==> config.mk <==
export PLATFORM = sky130hd
export DESIGN_NAME = reg16_bank_arbiter
export DESIGN_NICKNAME = d
export VERILOG_FILES = /design/src/rtl/reg16_bank_arbiter_pkg.sv /design/src/rtl/reg16_bank_arbiter_rr_arb2.sv /design/src/rtl/reg16_bank_arbiter.sv
export SDC_FILE = /design/constraint.sdc
export NUM_CORES = 1
export LEC_CHECK = 0
export ABC_CLOCK_PERIOD_IN_PS = 4400
export BUFFER_PORTS_ARGS = -buffer_cell sky130_fd_sc_hd__buf_2
export CORE_AREA = 2 2 123 125
export CTS_BUF_LIST = sky130_fd_sc_hd__clkbuf_8
export DETAILED_ROUTE_END_ITERATION = 16
export DIE_AREA = 0 0 125 127
export PLACE_DENSITY = 0.6
export SYNTH_ARGS = -nofsm -noshare
export SYNTH_HDL_FRONTEND = slang
export SYNTH_SLANG_ARGS = --single-unit
==> constraint.sdc <==
create_clock -name CLK -period 4.4 [get_ports CLK]
set_input_delay 0.22 -clock CLK [delete_from_list [all_inputs] [get_ports CLK]]
set_output_delay 0.22 -clock CLK [all_outputs]
set_load 0.05 [all_outputs]
==> src/rtl/reg16_bank_arbiter_pkg.sv <==
// Shared types for the 16-bit register bank arbiter: FSM encoding, register
// width and a slice helper for the flattened bank buses.
package reg16_bank_arbiter_pkg;
    localparam int REG_W = 16;

    typedef enum logic [1:0] {
        ST_IDLE   = 2'd0,
        ST_ACCESS = 2'd1,
        ST_RESP   = 2'd2
    } state_t;
endpackage

`define REG16_SLICE(bus, i) bus[(i)*reg16_bank_arbiter_pkg::REG_W +: reg16_bank_arbiter_pkg::REG_W]

==> src/rtl/reg16_bank_arbiter_rr_arb2.sv <==
// Two-way round-robin arbiter: the pointer names the favoured port on a tie
// and moves past the winner whenever a grant is taken.
module rr_arb2 (
    input  logic [1:0] req_i,
    input  logic       ptr_i,
    input  logic       advance_i,
    output logic [1:0] grant_o,
    output logic       ptr_o
);
    always_comb begin
        grant_o = req_i;
        if (req_i == 2'b11) begin
            grant_o = ptr_i ? 2'b10 : 2'b01;
        end
        ptr_o = ptr_i;
        if (advance_i && (grant_o != 2'b00)) begin
            ptr_o = grant_o[0];
        end
    end
endmodule

==> src/rtl/reg16_bank_arbiter.sv <==
// Arbitrates two requesters onto an enable-less register bank: recirculates
// every Q to its D except for the one register written in the ACCESS cycle.
module reg16_bank_arbiter
    import reg16_bank_arbiter_pkg::*;
#(
    parameter int N_REG  = 4,
    parameter int ADDR_W = 2
) (
    input  logic                    CLK,
    input  logic                    reset,
    input  logic                    req0,
    input  logic                    we0,
    input  logic [ADDR_W-1:0]       addr0,
    input  logic [REG_W-1:0]        wdata0,
    output logic                    gnt0,
    output logic                    rvalid0,
    input  logic                    req1,
    input  logic                    we1,
    input  logic [ADDR_W-1:0]       addr1,
    input  logic [REG_W-1:0]        wdata1,
    output logic                    gnt1,
    output logic                    rvalid1,
    output logic [REG_W-1:0]        rdata,
    input  logic [REG_W*N_REG-1:0]  bank_q,
    output logic [REG_W*N_REG-1:0]  bank_d,
    output logic [REG_W*N_REG-1:0]  bank_set,
    output logic [REG_W*N_REG-1:0]  bank_clr,
    output state_t                  dbg_state_o
);
    // Handshake: a requester holds req (with we/addr/wdata stable) until its
    // one-cycle gnt; a read is answered by a one-cycle rvalid the cycle after.
    state_t              state_q, state_d;
    logic                ptr_q, ptr_d;
    logic                win_q, win_d;
    logic                we_q, we_d;
    logic [ADDR_W-1:0]   addr_q, addr_d;
    logic [REG_W-1:0]    wdata_q, wdata_d;
    logic [REG_W-1:0]    rdata_q, rdata_d;
    logic [1:0]          grant;
    logic                ptr_next;
    logic                addr_ok;
    logic                wr_en;

    rr_arb2 u_arb (
        .req_i     ({req1, req0}),
        .ptr_i     (ptr_q),
        .advance_i (state_q == ST_IDLE),
        .grant_o   (grant),
        .ptr_o     (ptr_next)
    );

    assign addr_ok = int'(addr_q) < N_REG;

    always_comb begin
        state_d = state_q;
        ptr_d   = ptr_q;
        win_d   = win_q;
        we_d    = we_q;
        addr_d  = addr_q;
        wdata_d = wdata_q;
        rdata_d = rdata_q;
        unique case (state_q)
            ST_IDLE: begin
                if (grant != 2'b00) begin
                    ptr_d   = ptr_next;
                    win_d   = grant[1];
                    we_d    = grant[1] ? we1 : we0;
                    addr_d  = grant[1] ? addr1 : addr0;
                    wdata_d = grant[1] ? wdata1 : wdata0;
                    state_d = ST_ACCESS;
                end
            end
            ST_ACCESS: begin
                if (!we_q) begin
                    rdata_d = '0;
                    for (int i = 0; i < N_REG; i++) begin
                        if (addr_ok && (int'(addr_q) == i)) begin
                            rdata_d = `REG16_SLICE(bank_q, i);
                        end
                    end
                end
                state_d = we_q ? ST_IDLE : ST_RESP;
            end
            ST_RESP: state_d = ST_IDLE;
            default: state_d = ST_IDLE;
        endcase
    end

    always_ff @(posedge CLK) begin
        if (reset) begin
            state_q <= ST_IDLE;
            ptr_q   <= 1'b0;
            win_q   <= 1'b0;
            we_q    <= 1'b0;
            addr_q  <= '0;
            wdata_q <= '0;
            rdata_q <= '0;
        end else begin
            state_q <= state_d;
            ptr_q   <= ptr_d;
            win_q   <= win_d;
            we_q    <= we_d;
            addr_q  <= addr_d;
            wdata_q <= wdata_d;
            rdata_q <= rdata_d;
        end
    end

    // Reset wins over an access caught mid-flight: no grant, no write.
    assign wr_en   = (state_q == ST_ACCESS) && we_q && addr_ok && !reset;
    assign gnt0    = (state_q == ST_ACCESS) && !win_q && !reset;
    assign gnt1    = (state_q == ST_ACCESS) &&  win_q && !reset;
    assign rvalid0 = (state_q == ST_RESP) && !win_q && !reset;
    assign rvalid1 = (state_q == ST_RESP) &&  win_q && !reset;
    assign rdata   = rdata_q;

    for (genvar i = 0; i < N_REG; i++) begin : g_dmux
        assign `REG16_SLICE(bank_d, i) = (wr_en && (addr_q == ADDR_W'(i))) ?
                                         wdata_q : `REG16_SLICE(bank_q, i);
    end

    assign bank_set    = '0;
    assign bank_clr    = {(REG_W*N_REG){reset}};
    assign dbg_state_o = state_q;
endmodule

Word level (Yosys, flattened, before mapping) --
Cells that the tools add are included.
Operators by class: eq/ne operators 10, muxes and demuxes 16, bitwise logic cells 1, reductions and logical operators 24
Operators by type and width (count):
- 2-to-1 mux 16 bit | 9
- logical AND 1 bit | 15
- equality test 2 bit (second input constant) | 6
- 2-to-1 mux 2 bit | 5
- equality test 2 x 1 -> 1 bit (second input constant) | 3
- zero test 2 bit | 3
- case mux 2 bit (2 select lines) | 1
- AND reduction 2 bit | 2
- AND reduction 3 bit | 1
- zero test 1 bit | 2
- != test 2 bit (second input constant) | 1
- nonzero test 2 bit | 1
- 2-to-1 mux 1 bit | 1
- NOT 1 bit | 1
Storage, ports and cells: flip-flop bits (word level) 39, input bits 106, output and inout port bits 214, logic and storage cells 58

Logic depth before layout (Yosys ltp) --
depth after elaboration 5, mapped depth 6, depth with buffers taken out 3

By module --
Synthesis repeated with hierarchy kept, for this count alone.
Unflattened totals: cells, all modules 378, area, all modules 3844.9 um^2
Modules (own cells, without submodules):
- reg16_bank_arbiter | times used 1, cells each 373, area an instance 3814.9 um^2, sequential area each 780.7 um^2
- rr_arb2 | times used 1, cells each 5, area an instance 30.0 um^2, sequential area each 0.0 um^2

Worst setup path before layout --
No wires, ideal clock.
path type register to output, from register state_q[1] (netlist: dbg_state_o[1]), to output port rvalid0, arrival time 2.453 ns, data required time 4.180 ns, path slack 1.727 ns, cell stages (with the launch flop) 3, path buffers 1, cell sequence dfxtp_1 > buf_6 > nor4b_1
On the way: longest elaborated chain between the ends 3
RTL lines:
- from (decl) | RTL line reg16_bank_arbiter.sv:32 | state_t state_q, state_d;
- from (signal assigned) | RTL line reg16_bank_arbiter.sv:99 | state_q <= state_d;
- equality test 2 bit | RTL line reg16_bank_arbiter.sv:113 | assign rvalid0 = (state_q == ST_RESP) && !win_q && !reset;
- logical AND 1 bit (2 in series) | RTL line reg16_bank_arbiter.sv:113
- to (decl) | RTL line reg16_bank_arbiter.sv:16 | output logic rvalid0,
Every way passes these cells.

Worst setup path in the final report --
from register addr_q[1], to output port bank_d[48]
On the way: longest elaborated chain between the ends 3
RTL lines:
- from (decl) | RTL line reg16_bank_arbiter.sv:36 | logic [ADDR_W-1:0] addr_q, addr_d;
- from (signal assigned) | RTL line reg16_bank_arbiter.sv:103 | addr_q <= addr_d;
- equality test 2 bit | RTL line reg16_bank_arbiter.sv:118 | assign `REG16_SLICE(bank_d, i) = (wr_en && (addr_q == ADDR_W'(i))) ?
- logical AND 1 bit | RTL line reg16_bank_arbiter.sv:118
- 2-to-1 mux 16 bit (no source line)
- to (decl) | RTL line reg16_bank_arbiter.sv:25 | output logic [REG_W*N_REG-1:0] bank_d,
Every way passes these cells.

==> key figures <==
Run status
  – Status: finished clean

GRT
  – Largest net degree at the start of global routing: 79
  – GRT overflow: 0
  – First-pass GRT wire length: 19290 um
  – Vias in the first global route: 3166
  – Antenna violations before repair: 1
  – Total Routing Usage GR: 15.49%

Min path
  – Hold WC Path Type: primary input to register
  – Min-delay src: wdata0[7]
  – Hold depth: 3

Timing
  – Final min period: 3.051 ns
  – Setup_tns: 0 ns
  – Worst hold margin: 0.2017 ns
  – Final WS setup: 1.349 ns
  – Final Setup Violations: 0
  – RSZ-0062 raised after global routing: no
  – Clock Skew: 0.008800 ns
  – Worst-Margin Slew: 1.149 ns
  – Fin. Hold Viols: 0
  – Count of final max-slew check failures: 0
  – Fmax: 327.8 MHz
  – Slew headroom: 23.39%
  – Final worst-path cycle share: 69.34%

Clock network
  – Setup bufs post-CTS: 0
  – CTS Buffer Depth: 2
  – # resized after CTS: 0
  – Hold-fix buffers, CTS: 0
  – H-tree levels: 2
  – Clock buffer count from CTS: 5
  – Clock-pin transition on the worst setup and hold timing paths: 0.09 ns
  – Clk_lat worst skew: 0.30 ns
  – CTS Root Cell: clkbuf_8
  – Sink Count: 39
  – TritonCTS clock tree: done

Layout
  – Fin util: 32.54%
  – FILL cells: 1525
  – Final net count: 673
  – Fin area: 4693 um2
  – Synth-to-Final Area Change: 18.93%
  – Final cell count without fillers: 752
  – Layout cell share with drive strength beyond 1: 62.50%
  – # diodes: 0

Critical path
  – CP startpoint: addr_q[1]
  – CP max stage cell: and3_1
  – FF-to-FF setup slack: 1.89 ns
  – Worst Setup Start Kind: register
  – Worst path cell trace: and4bb_1 > and3_1 > mux2_2 > buf_2
  – Worst Path Arrival: 2.83 ns
  – Register-to-Register Path Depth: 3
  – CP top delay family: simple AND/OR/NAND/NOR gates
  – Worst path depth: 4
  – CP Capture Type: output port
  – Critical Path RT: 4.18 ns
  – Critical path class: register to output port
  – Critical path buffers and inverters: 1
  – Slowest stage delay, CP: 0.94 ns
  – RR Startpoint: dbg_state_o[1]
  – Worst Path Max Fanout: 16

Power and ir drop
  – PwrDens: 334.9 nW/um2
  – Pwr Total: 1.572 mW
  – Leakage: 2.292 nW
  – Peak supply drop: 0.1599 mV

Route
  – TritonRoute pass-1 iters: 4
  – Final WL: 13170 um
  – DR WL/cell: 17.52 um
  – Initial drt markers: 125
  – DR DRC count: 0
  – Routed Antenna Nets: 0
  – Vias/cell: 4.485
  – Vias after detailed routing: 3373

Place
  – Pre-CTS setup slack: 1.639 ns
  – Area after DPL: 4561 um2
  – Final GP Congestion: 0.7935
  – Inst Count DP: 744
  – HPWL after detailed placement: 10320 um
  – IO Port Bufs: 255

Synth
  – Library cells used by synthesis: 30
  – Mapped Cells: 397
  – Syn Std Cell Area: 3946 um2
  – Count leader, synth: buf_4
  – Post-synth EDFFs: 0
  – Cell taking the most area after synthesis: buf_4
  – Top FF cell, synth: dfxtp_1
  – Mean Syn Cell Area: 9.940 um2
  – Share of Yosys cell area claimed by the top area cell type: 24.73%
  – Seq cells post-synth: 39
  – Ranking of synthesized cells by area: buf_4 (25%), dfxtp_1 (20%), mux2_2 (13%), mux4_2 (9.1%), mux2_4 (7.6%)
  – Synth cell count leaders: buf_4 (130), mux2_2 (44), dfxtp_1 (39)
  – Async S/R FF share, synth: 0%
  – Yosys warns: 0
  – Seq/Total Area, Yosys: 19.78%

Floorplan
  – # rows: 44
  – Die width: 125 um
  – Initial Utilization: 27.36%
  – Core box area: 14420 um2
  – Die area: 15880 um2
  – Die height: 127 um
  – Top-Level Pins: 320

Flow run
  – Max-Cap Viols: 0
worst paths after layout:
path           endpoint
max          bank_d[48]
min          wdata_q[7]
max reg2reg   addr_q[0]
min reg2reg   rdata[15]
power by group:
part / internal, mW / leakage (nW) / switching (mW)
registers: 0.390 / 0.321 / 0.0553
clock network: 0.225 / 0.0695 / 0.134
logic: 0.205 / 1.90 / 0.562
per-layer routing:
layer / share of wire [%] / global-route usage [%] / vias up
met4: 1.4 / 3.856 / 2
met1: 43 / 19.92 / 1565
met2: 49 / 26.63 / 187
met3: 7.3 / 3.266 / 17
met5: 0.099 / 0 / -
li1: - / - / 1602
layout make-up:
cell class | instances | area, um2 | share of cell area, %
Clock inverter | 3 | 63.81 | 1.360
Multi-Input combinational cell | 262 | 2247 | 47.88
Inverter | 1 | 3.754 | 0.07998
Tap cell | 184 | 230.2 | 4.905
Sequential cell | 39 | 780.7 | 16.64
Timing Repair Buffer | 258 | 1299 | 27.67
Clock buffer | 5 | 68.82 | 1.466
kinds of logic after synthesis:
family / count (synthesis) / synth area share (%)
flip-flops: 39 / 19.78
multiplexers: 80 / 29.30
AO/OA/AOI/OAI: 77 / 13.22
other: 1 / 0.09503
AND/OR/NAND/NOR: 41 / 8.117
buffers and inverters: 159 / 29.49
worst reg2reg max path, stage by stage, from the launching register on:
cell and delay [ns]:
dfxtp_1 0.45, nor2_2 0.81, and2_1 0.84, a311oi_1 0.23
state kept, by name, summed over array words and instances (netlist names):
signal       flops
dbg_state_o      2
rdata           16
we_q             1
wdata_q         16
win_q            1
addr_q           2
ptr_q            1
layout by cell type, fill, tap and decap left out, types with 16 or more instances in the layout:
cell type | synthesis | routed
mux2_2 | 44 | 44
nand3b_1 | 20 | 20
conb_1 | 1 | 64
a21oi_1 | 22 | 21
a22o_1 | 16 | 16
a311oi_1 | 19 | 19
dfxtp_1 | 39 | 39
mux2_4 | 20 | 20
mux4_2 | 16 | 16
o21ai_0 | 19 | 19
buf_2 | 7 | 255
No activity file was read; power rests on OpenSTA's default activity.
